### config.mk
export PLATFORM = sky130hd
export DESIGN_NAME = uart_tx_framed
export DESIGN_NICKNAME = d
export VERILOG_FILES = /design/src/rtl/uart_pkg.sv /design/src/rtl/uart_baud_gen.sv /design/src/rtl/uart_tx_framed.sv
export SDC_FILE = /design/constraint.sdc
export NUM_CORES = 1
export LEC_CHECK = 0
export CAP_MARGIN = 20
export CORE_ASPECT_RATIO = 0.7
export CORE_MARGIN = 2
export CORE_UTILIZATION = 35
export CTS_CLUSTER_SIZE = 16
export DETAILED_ROUTE_END_ITERATION = 7
export PLACE_DENSITY_LB_ADDON = 0.25
export SETUP_SLACK_MARGIN = 0.4
export SLEW_MARGIN = 20
export SYNTH_ARGS = -nofsm -noshare
export SYNTH_HDL_FRONTEND = slang
export SYNTH_HIERARCHICAL = 1
export SYNTH_SLANG_ARGS = --single-unit
### constraint.sdc
create_clock -name CLK -period 7.07 [get_ports CLK]
set_clock_uncertainty 0.2 [all_clocks]
set_input_delay 1.7675 -clock CLK [delete_from_list [all_inputs] [get_ports CLK]]
set_output_delay 1.7675 -clock CLK [all_outputs]
set_load 0.02 [all_outputs]
### src/rtl/uart_pkg.sv
// Shared UART definitions: FSM state encoding and parity codes.
// Used by the transmitter and the receiver.
package uart_pkg;

  typedef enum logic [2:0] {
    S_IDLE,
    S_START,
    S_DATA,
    S_PARITY,
    S_STOP
  } uart_state_t;

  localparam int PAR_NONE = 0;
  localparam int PAR_EVEN = 1;
  localparam int PAR_ODD  = 2;

  // Parity of a zero-extended data word for the given mode.
  function automatic logic parity_bit(
    input logic [8:0] word,
    input int         mode
  );
    return (mode == PAR_ODD) ? ~^word : ^word;
  endfunction

endpackage

### src/rtl/uart_baud_gen.sv
// Bit-period tick generator: counts 0..CLKS_PER_BIT-1.
// Synchronous clear holds the count at zero.
module uart_baud_gen #(
  parameter int CLKS_PER_BIT = 868
) (
  input  logic clk,
  input  logic rst,
  input  logic clr,
  output logic tick
);

  localparam int W = $clog2(CLKS_PER_BIT);
  localparam logic [W-1:0] LAST = W'(CLKS_PER_BIT - 1);

  logic [W-1:0] cnt;

  assign tick = (cnt == LAST) && !clr;

  // Free-running bit-period counter, wraps after the last cycle.
  always_ff @(posedge clk or posedge rst) begin
    if (rst) begin
      cnt <= '0;
    end else if (clr || tick) begin
      cnt <= '0;
    end else begin
      cnt <= cnt + W'(1);
    end
  end

endmodule

### src/rtl/uart_tx_framed.sv
// Framed UART transmitter with one-entry holding register.
// Configurable data width, parity and stop bits.
module uart_tx_framed
  import uart_pkg::*;
#(
  parameter int CLKS_PER_BIT = 868,
  parameter int DATA_BITS    = 8,
  parameter int PARITY       = 0,
  parameter int STOP_BITS    = 1
) (
  input  logic                 CLK,
  input  logic                 RST,
  input  logic                 Tx_DV_in,
  input  logic [DATA_BITS-1:0] Tx_Byte_in,
  output logic                 Tx_Ready_out,
  output logic                 Tx_Active_out,
  output logic                 Tx_Serial_out,
  output logic                 Tx_Done_out
);

  if (CLKS_PER_BIT < 2 || CLKS_PER_BIT > 2047 ||
      DATA_BITS < 5 || DATA_BITS > 9 ||
      PARITY < 0 || PARITY > 2 ||
      STOP_BITS < 1 || STOP_BITS > 2) begin : g_bad_param
    $error("uart_tx_framed: parameter out of range");
  end

  localparam int BW = $clog2(DATA_BITS);
  localparam logic [BW-1:0] LAST_BIT = BW'(DATA_BITS - 1);
  localparam logic LAST_STOP = (STOP_BITS == 2);

  uart_state_t          state, state_n;
  logic [BW-1:0]        bit_q, bit_n;
  logic                 stop_q, stop_n;
  logic [DATA_BITS-1:0] hold_q, shift_q, shift_n;
  logic                 hold_full, accept, load;
  logic                 tick, serial_q, serial_n, done;

  assign accept        = Tx_DV_in && !hold_full;
  assign Tx_Ready_out  = !hold_full;
  assign Tx_Active_out = (state != S_IDLE);
  assign Tx_Serial_out = serial_q;
  assign Tx_Done_out   = done;

  uart_baud_gen #(
    .CLKS_PER_BIT(CLKS_PER_BIT)
  ) u_baud (
    .clk (CLK),
    .rst (RST),
    .clr (state == S_IDLE),
    .tick(tick)
  );

  // Holding register: capture when empty, release on shifter load.
  always_ff @(posedge CLK or posedge RST) begin
    if (RST) begin
      hold_full <= 1'b0;
      hold_q    <= '0;
    end else if (accept) begin
      hold_full <= 1'b1;
      hold_q    <= Tx_Byte_in;
    end else if (load) begin
      hold_full <= 1'b0;
    end
  end

  // Frame sequencing and next line level.
  always_comb begin
    state_n  = state;
    bit_n    = bit_q;
    stop_n   = stop_q;
    load     = 1'b0;
    done     = 1'b0;
    unique case (state)
      S_IDLE: begin
        if (hold_full) begin
          load    = 1'b1;
          state_n = S_START;
        end
      end
      S_START: begin
        if (tick) begin
          state_n = S_DATA;
          bit_n   = '0;
        end
      end
      S_DATA: begin
        if (tick) begin
          if (bit_q == LAST_BIT) begin
            bit_n   = '0;
            stop_n  = 1'b0;
            state_n = (PARITY != PAR_NONE) ? S_PARITY : S_STOP;
          end else begin
            bit_n = bit_q + BW'(1);
          end
        end
      end
      S_PARITY: begin
        if (tick) begin
          state_n = S_STOP;
          stop_n  = 1'b0;
        end
      end
      S_STOP: begin
        if (tick) begin
          if (stop_q == LAST_STOP) begin
            done   = 1'b1;
            stop_n = 1'b0;
            if (hold_full) begin
              load    = 1'b1;
              state_n = S_START;
            end else begin
              state_n = S_IDLE;
            end
          end else begin
            stop_n = 1'b1;
          end
        end
      end
      default: state_n = S_IDLE;
    endcase
    shift_n  = load ? hold_q : shift_q;
    serial_n = 1'b1;
    unique case (1'b1)
      (state_n == S_START):  serial_n = 1'b0;
      (state_n == S_DATA):   serial_n = shift_n[bit_n];
      (state_n == S_PARITY): serial_n = parity_bit(9'(shift_n), PARITY);
      default:               serial_n = 1'b1;
    endcase
  end

  // State, counters, shifter and registered line output.
  always_ff @(posedge CLK or posedge RST) begin
    if (RST) begin
      state    <= S_IDLE;
      bit_q    <= '0;
      stop_q   <= 1'b0;
      shift_q  <= '0;
      serial_q <= 1'b1;
    end else begin
      state    <= state_n;
      bit_q    <= bit_n;
      stop_q   <= stop_n;
      shift_q  <= shift_n;
      serial_q <= serial_n;
    end
  end

endmodule

==> results of run 1 <==
state kept, by name, summed over array words and instances (netlist names):
name and cells:
bit_q 3, u_baud/cnt 10, state 3, hold_q 8, hold_full 1, shift_q 8
Tx_Serial_out 1
stage by stage:
| step | hold WS (ps) | setup WS [ps] |
|---|---|---|
| floorplan | 234.8 | 3581 |
| global placement | 250.1 | 2770 |
| detailed placement | 255.6 | 2755 |
| CTS | 270.8 | 2437 |
| global route | 295.8 | 2253 |
| finish | 268.2 | 2413 |
Yosys cell counts, types with 4 or more instances:
master	count	area share (%)
a21oi_2	4	1.9
o21ai_0	8	2.2
dfrtp_1	33	44
nand2b_1	4	1.3
inv_1	8	1.6
xnor2_1	8	3.8
mux2_2	8	4.8
nor2_1	7	1.4
nand3_1	6	1.6
nand2_1	29	5.9
or3_1	5	1.7
nor2_2	5	1.7
critical path: stages (launching register included):
cell	delay [ps]
dfrtp_1	430
ha_1	280
and4bb_1	260
nand4_1	100
nor2_1	480
and3_1	250
clkdlybuf4s50_1	590
logic make-up after synthesis:
logic type	after synthesis	synth area share, %
adder cells (fa/ha/maj)	3	2.018
XOR/XNOR	10	4.708
AO/OA/AOI/OAI	30	13.05
AND/OR/NAND/NOR	80	23.47
multiplexers	11	6.523
buffers and inverters	15	4.439
flip-flops	34	45.80
path summary, 6_finish.rpt:
kind / endpoint / slack, ps / cells after the start
max in group asynchronous: bit_q[1] / 4280 / 2
worst min register to register: shift_q[6] / 270 / 2
worst max-delay path: Tx_Done_out / 2410 / 6
worst min-delay path: shift_q[6] / 270 / 2
worst max register to register: Tx_Serial_out / 3730 / 10
min in group asynchronous: u_baud/cnt[7] / 1590 / 2
power groups by stage:
stage               registers [W]  logic (W)  clock network [W]
CTS                      0.000320   0.000218           0.000139
floorplan                0.000309   0.000182                  0
global route             0.000331   0.000240           0.000147
global placement         0.000321   0.000215                  0
finish                   0.000319   0.000215           0.000134
detailed placement       0.000323   0.000216                  0
layer usage:
layer	GRT usage [%]	vias up	wire, um
met1	19.40	585	1898
met4	5.114	0	6
li1	-	664	-
met5	0	-	0
met3	4.302	2	133
met2	15.19	20	1381
cell type report:
type | instances | area [um^2] | area share [%]
clock inverters | 2 | 10.01 | 0.4728
well taps | 72 | 90.09 | 4.255
flip-flops and latches | 34 | 852.1 | 40.25
multi-input cells | 134 | 925.9 | 43.74
inverters | 8 | 30.03 | 1.418
clock buffers | 5 | 68.82 | 3.251
repair buffers | 14 | 140.1 | 6.619
==> results_dict.tcl, run 1 <==
set metrics [dict create \
    status "finished, final reports clean" \
    cap_viol_max_count 0 \
    fmax_ghz 0.2147 \
    post-place-cells 262 \
    die_w_um 91.15 \
    firstDrtPassIters 4 \
    synth_edf_count 0 \
    p_seq_share_pct 47.8 \
    yosysSeqAreaShare_pct 45.80 \
    cts-root-buf "clkbuf_8" \
    async_flop_share_pct 100.0 \
    pwr-share-comb_pct 32.2 \
    fin_area_um2 2117 \
    gp_congestion 0.7642 \
    die_h_um 65 \
    final_common_cell "dfrtp_1" \
    critPathRequiredTime_ps 5100 \
    clkSinkCount 34 \
    path_class "flip-flop to output port" \
    layout.cells.most_common_list "dfrtp_1 (33), nand2_1 (29), clkdlybuf4s50_1 (14)" \
    cts_setup_buffers 0 \
    ys_seq_elements 34 \
    hold_class "flip-flop to flip-flop" \
    cp-end-kind "output port" \
    path_max_fanout 11 \
    critPathArrivalTime_ps 2690 \
    antenna_cells 0 \
    finalSetupTns_ps 0 \
    reg2reg_from "u_baud/cnt[0]" \
    max-slew-margin-rel_pct 38.99 \
    critical_path.startpoint "u_baud/cnt[0]" \
    start_util_pct 35.95 \
    hold_viol 0 \
    pin_count 15 \
    cts_buffer_depth 2 \
    syn_to_final_growth_pct 13.79 \
    cts_buffers 5 \
    maxSlewViolCount 0 \
    placed_area_um2 2038 \
    rsz0062_at_grt "no" \
    p_sw_share_pct 34.30 \
    tightest_slew_ps 914.2 \
    final_cells 269 \
    post_synth.cell_area_avg_um2 10.17 \
    ant_nets 0 \
    cp-start-kind "flip-flop" \
    power_density_nw_per_um2 315.5 \
    peakVddDrop_uv 124.0 \
    hold_start "hold_q[6]" \
    p_sw_w 0.0002291 \
    antenna_found_initial 0 \
    die-area_um2 5924 \
    syn_area_um2 1861 \
    p_leak_nw 0.9038 \
    drive_gt1_share_pct 17.26 \
    finish.utilization_pct 40.91 \
    port_buffers 14 \
    clk_pin_slew_ps 70 \
    overflow 0 \
    track_usage_pct 12.51 \
    via_count 1271 \
    setup_violations 0 \
    drc 0 \
    post_cts_resized 0 \
    worstSkewPairLatency_ps 290 \
    period_share_pct 65.88 \
    internal-power_w 0.0004388 \
    core_um2 5175 \
    dp_hpwl_mm 2.516 \
    power_frac_clock_pct 20.1 \
    total_power_w 0.0006679 \
    ys_types 49 \
    cts_tree "done" \
    synth_nets 197 \
    yosys_warnings 6 \
    routedWlPerCell_um 12.71 \
    synth_ff_type "dfrtp_1" \
    grt_pass1_vias 1124 \
    syn-instance-count 183 \
    routed_wl_mm 3.419 \
    cts.htree.levels 2 \
    grt_max_degree 25 \
    hold_buffers 0 \
    n_fill_cell 552 \
    drtIter0Drc 101 \
    grt_pass1_wl_mm 5.609 \
    rows 22 \
    vias_per_cell 4.725 \
    nets 211 \
    period_minus_slack_ps 4657 \
]
(Power assumes the default switching activity.)
==> run 2, diff against run 1 <==
==> constraint.sdc (replaced) <==
create_clock -name CLK -period 4.8 [get_ports CLK]
set_clock_uncertainty 0.2 [all_clocks]
set_input_delay 1.2 -clock CLK [delete_from_list [all_inputs] [get_ports CLK]]
set_output_delay 1.2 -clock CLK [all_outputs]
set_load 0.02 [all_outputs]
==> results_dict.tcl, run 2 (same netlist as run 1, synthesis figures left out) <==
set metrics [dict create \
    layout.cells.most_common_list "dfrtp_1 (33), nand2_1 (29), clkdlybuf4s50_1 (14)" \
    cts_tree "done" \
    grt_max_degree 25 \
    hold_viol 0 \
    cts_buffer_depth 2 \
    path_max_fanout 11 \
    slowest_delay_ps 590 \
    core_um2 5175 \
    grt_pass1_wl_mm 5.975 \
    dp_hpwl_mm 2.535 \
    finalSetupTns_ps 0 \
    rows 22 \
    wl_met3_um 88 \
    highest_layer "met4" \
    antenna_found_initial 0 \
    pin_count 15 \
    tightest_slew_ps 800.7 \
    wl_met2_mm 1.372 \
    cap_viol_max_count 0 \
    p_leak_nw 0.9441 \
    critPathArrivalTime_ps 2710 \
    gp_congestion 0.7645 \
    cts-root-buf "clkbuf_8" \
    routed_wl_mm 3.517 \
    drc 0 \
    largestRegisters "u_baud/cnt: 10 flops, hold_q: 8 flops, shift_q: 8 flops" \
    pwr-share-comb_pct 28.4 \
    finish.utilization_pct 42.67 \
    track_usage_pct 12.90 \
    critPathRequiredTime_ps 3400 \
    peakVddDrop_uv 204.4 \
    p_sw_share_pct 30.83 \
    firstDrtPassIters 4 \
    hold_class "flip-flop to flip-flop" \
    die_h_um 65 \
    grt_pass1_vias 1214 \
    n_fill_cell 534 \
    wl_met1_mm 2.010 \
    hold_buffers 0 \
    preCtsSetupSlack_ps 1006 \
    routedWlPerCell_um 12.98 \
    path_class "flip-flop to output port" \
    period_minus_slack_ps 4111 \
    setup_violations 0 \
    overflow 0 \
    drtIter0Drc 53 \
    max-slew-margin-rel_pct 46.51 \
    cp-start-kind "flip-flop" \
    crit_chain "ha_1, and4bb_1, nand4_1, nor2_1, and3_1, clkdlybuf4s50_1" \
    final_common_cell "dfrtp_1" \
    nets 212 \
    largest_reg_flops 10 \
    rsz0062_at_grt "no" \
    status "finished, final reports clean" \
    crit_slowest_cell "clkdlybuf4s50_1" \
    cts.htree.levels 2 \
    clk_pin_slew_ps 70 \
    drive_gt1_share_pct 18.09 \
    die-area_um2 5924 \
    via_count 1320 \
    ant_nets 0 \
    cts_setup_buffers 0 \
    vias_per_cell 4.871 \
    regMostFlops "u_baud/cnt" \
    power_frac_clock_pct 29.3 \
    p_seq_share_pct 42.3 \
    port_buffers 14 \
    maxSlewViolCount 0 \
    period_share_pct 85.65 \
    fmax_ghz 0.2432 \
    internal-power_w 0.0007729 \
    power_density_nw_per_um2 506.0 \
    clkSinkCount 34 \
    syn_to_final_growth_pct 18.70 \
    post_cts_resized 0 \
    cts_buffers 5 \
    start_util_pct 35.95 \
    r2r_setup_slack_ps 1450 \
    cp-end-kind "output port" \
    antenna_cells 0 \
    die_w_um 91.15 \
    final.setup.worst_slack_ps 688.7 \
    p_sw_w 0.0003445 \
    worstSkewPairLatency_ps 280 \
]
## run 2: changes by cell type in the layout (fill, tap and decap cells not counted), sizes merged
cell / delta
bufinv: +2
clkinv: -2
buf: +1
clkbuf: +1
## run 2: metal layers
layer  track usage [%]  vias to the layer above
met5                 0                        -
met4             5.114                        0
met3             2.791                        5
met2             16.85                       18
met1             20.21                      625
li1                  -                      672
## run 2: path summary, 6_finish.rpt
check,startpoint,to,cells after the start
max in group asynchronous,RST,hold_q[3],3
worst min-delay path,hold_q[5],shift_q[5],2
min in group asynchronous,RST,u_baud/cnt[8],2
worst min register to register,hold_q[5],shift_q[5],2
worst max register to register,u_baud/cnt[0],Tx_Serial_out,10
worst max-delay path,u_baud/cnt[0],Tx_Done_out,6
## run 2: critical path, delay by kind of cell, from the launching register on
kind          cells  cell delay, ps
fa+ha+maj         1             300
simple gates      4            1110
flops             1             440
buf+inv           1             590
## run 2: cell type report
| type | instances | area (um^2) | area share [%] |
|---|---|---|---|
| timing repair buffer | 15 | 167.7 | 7.592 |
| clock inverter | 2 | 60.06 | 2.720 |
| multi-input combinational | 134 | 925.9 | 41.93 |
| sequential | 34 | 852.1 | 38.58 |
| inverter | 8 | 30.03 | 1.360 |
| tap | 72 | 90.09 | 4.079 |
| clock buffer | 6 | 82.58 | 3.739 |
## run 2: power by group through the flow
stage                     registers, W  logic [W]  clock network [W]
after global placement        0.000473   0.000316                  0
after detailed placement      0.000478   0.000320                  0
after floorplan               0.000455   0.000269                  0
after CTS                     0.000472   0.000321           0.000334
after global routing          0.000489   0.000354           0.000344
final                         0.000473   0.000317           0.000328
## run 2: per-stage QoR
step / cell area [um^2] / cells / hold WS [ps] / total power, W
finish: 2208 / 271 / 266.9 / 0.001117
global route: 2208 / 271 / 295.5 / 0.001186
CTS: 2181 / 270 / 272.4 / 0.001128
detailed placement: 2038 / 262 / 254.6 / 0.0007977
global placement: 2038 / 262 / 250.1 / 0.0007893
floorplan: 1861 / 183 / 234.8 / 0.0007236
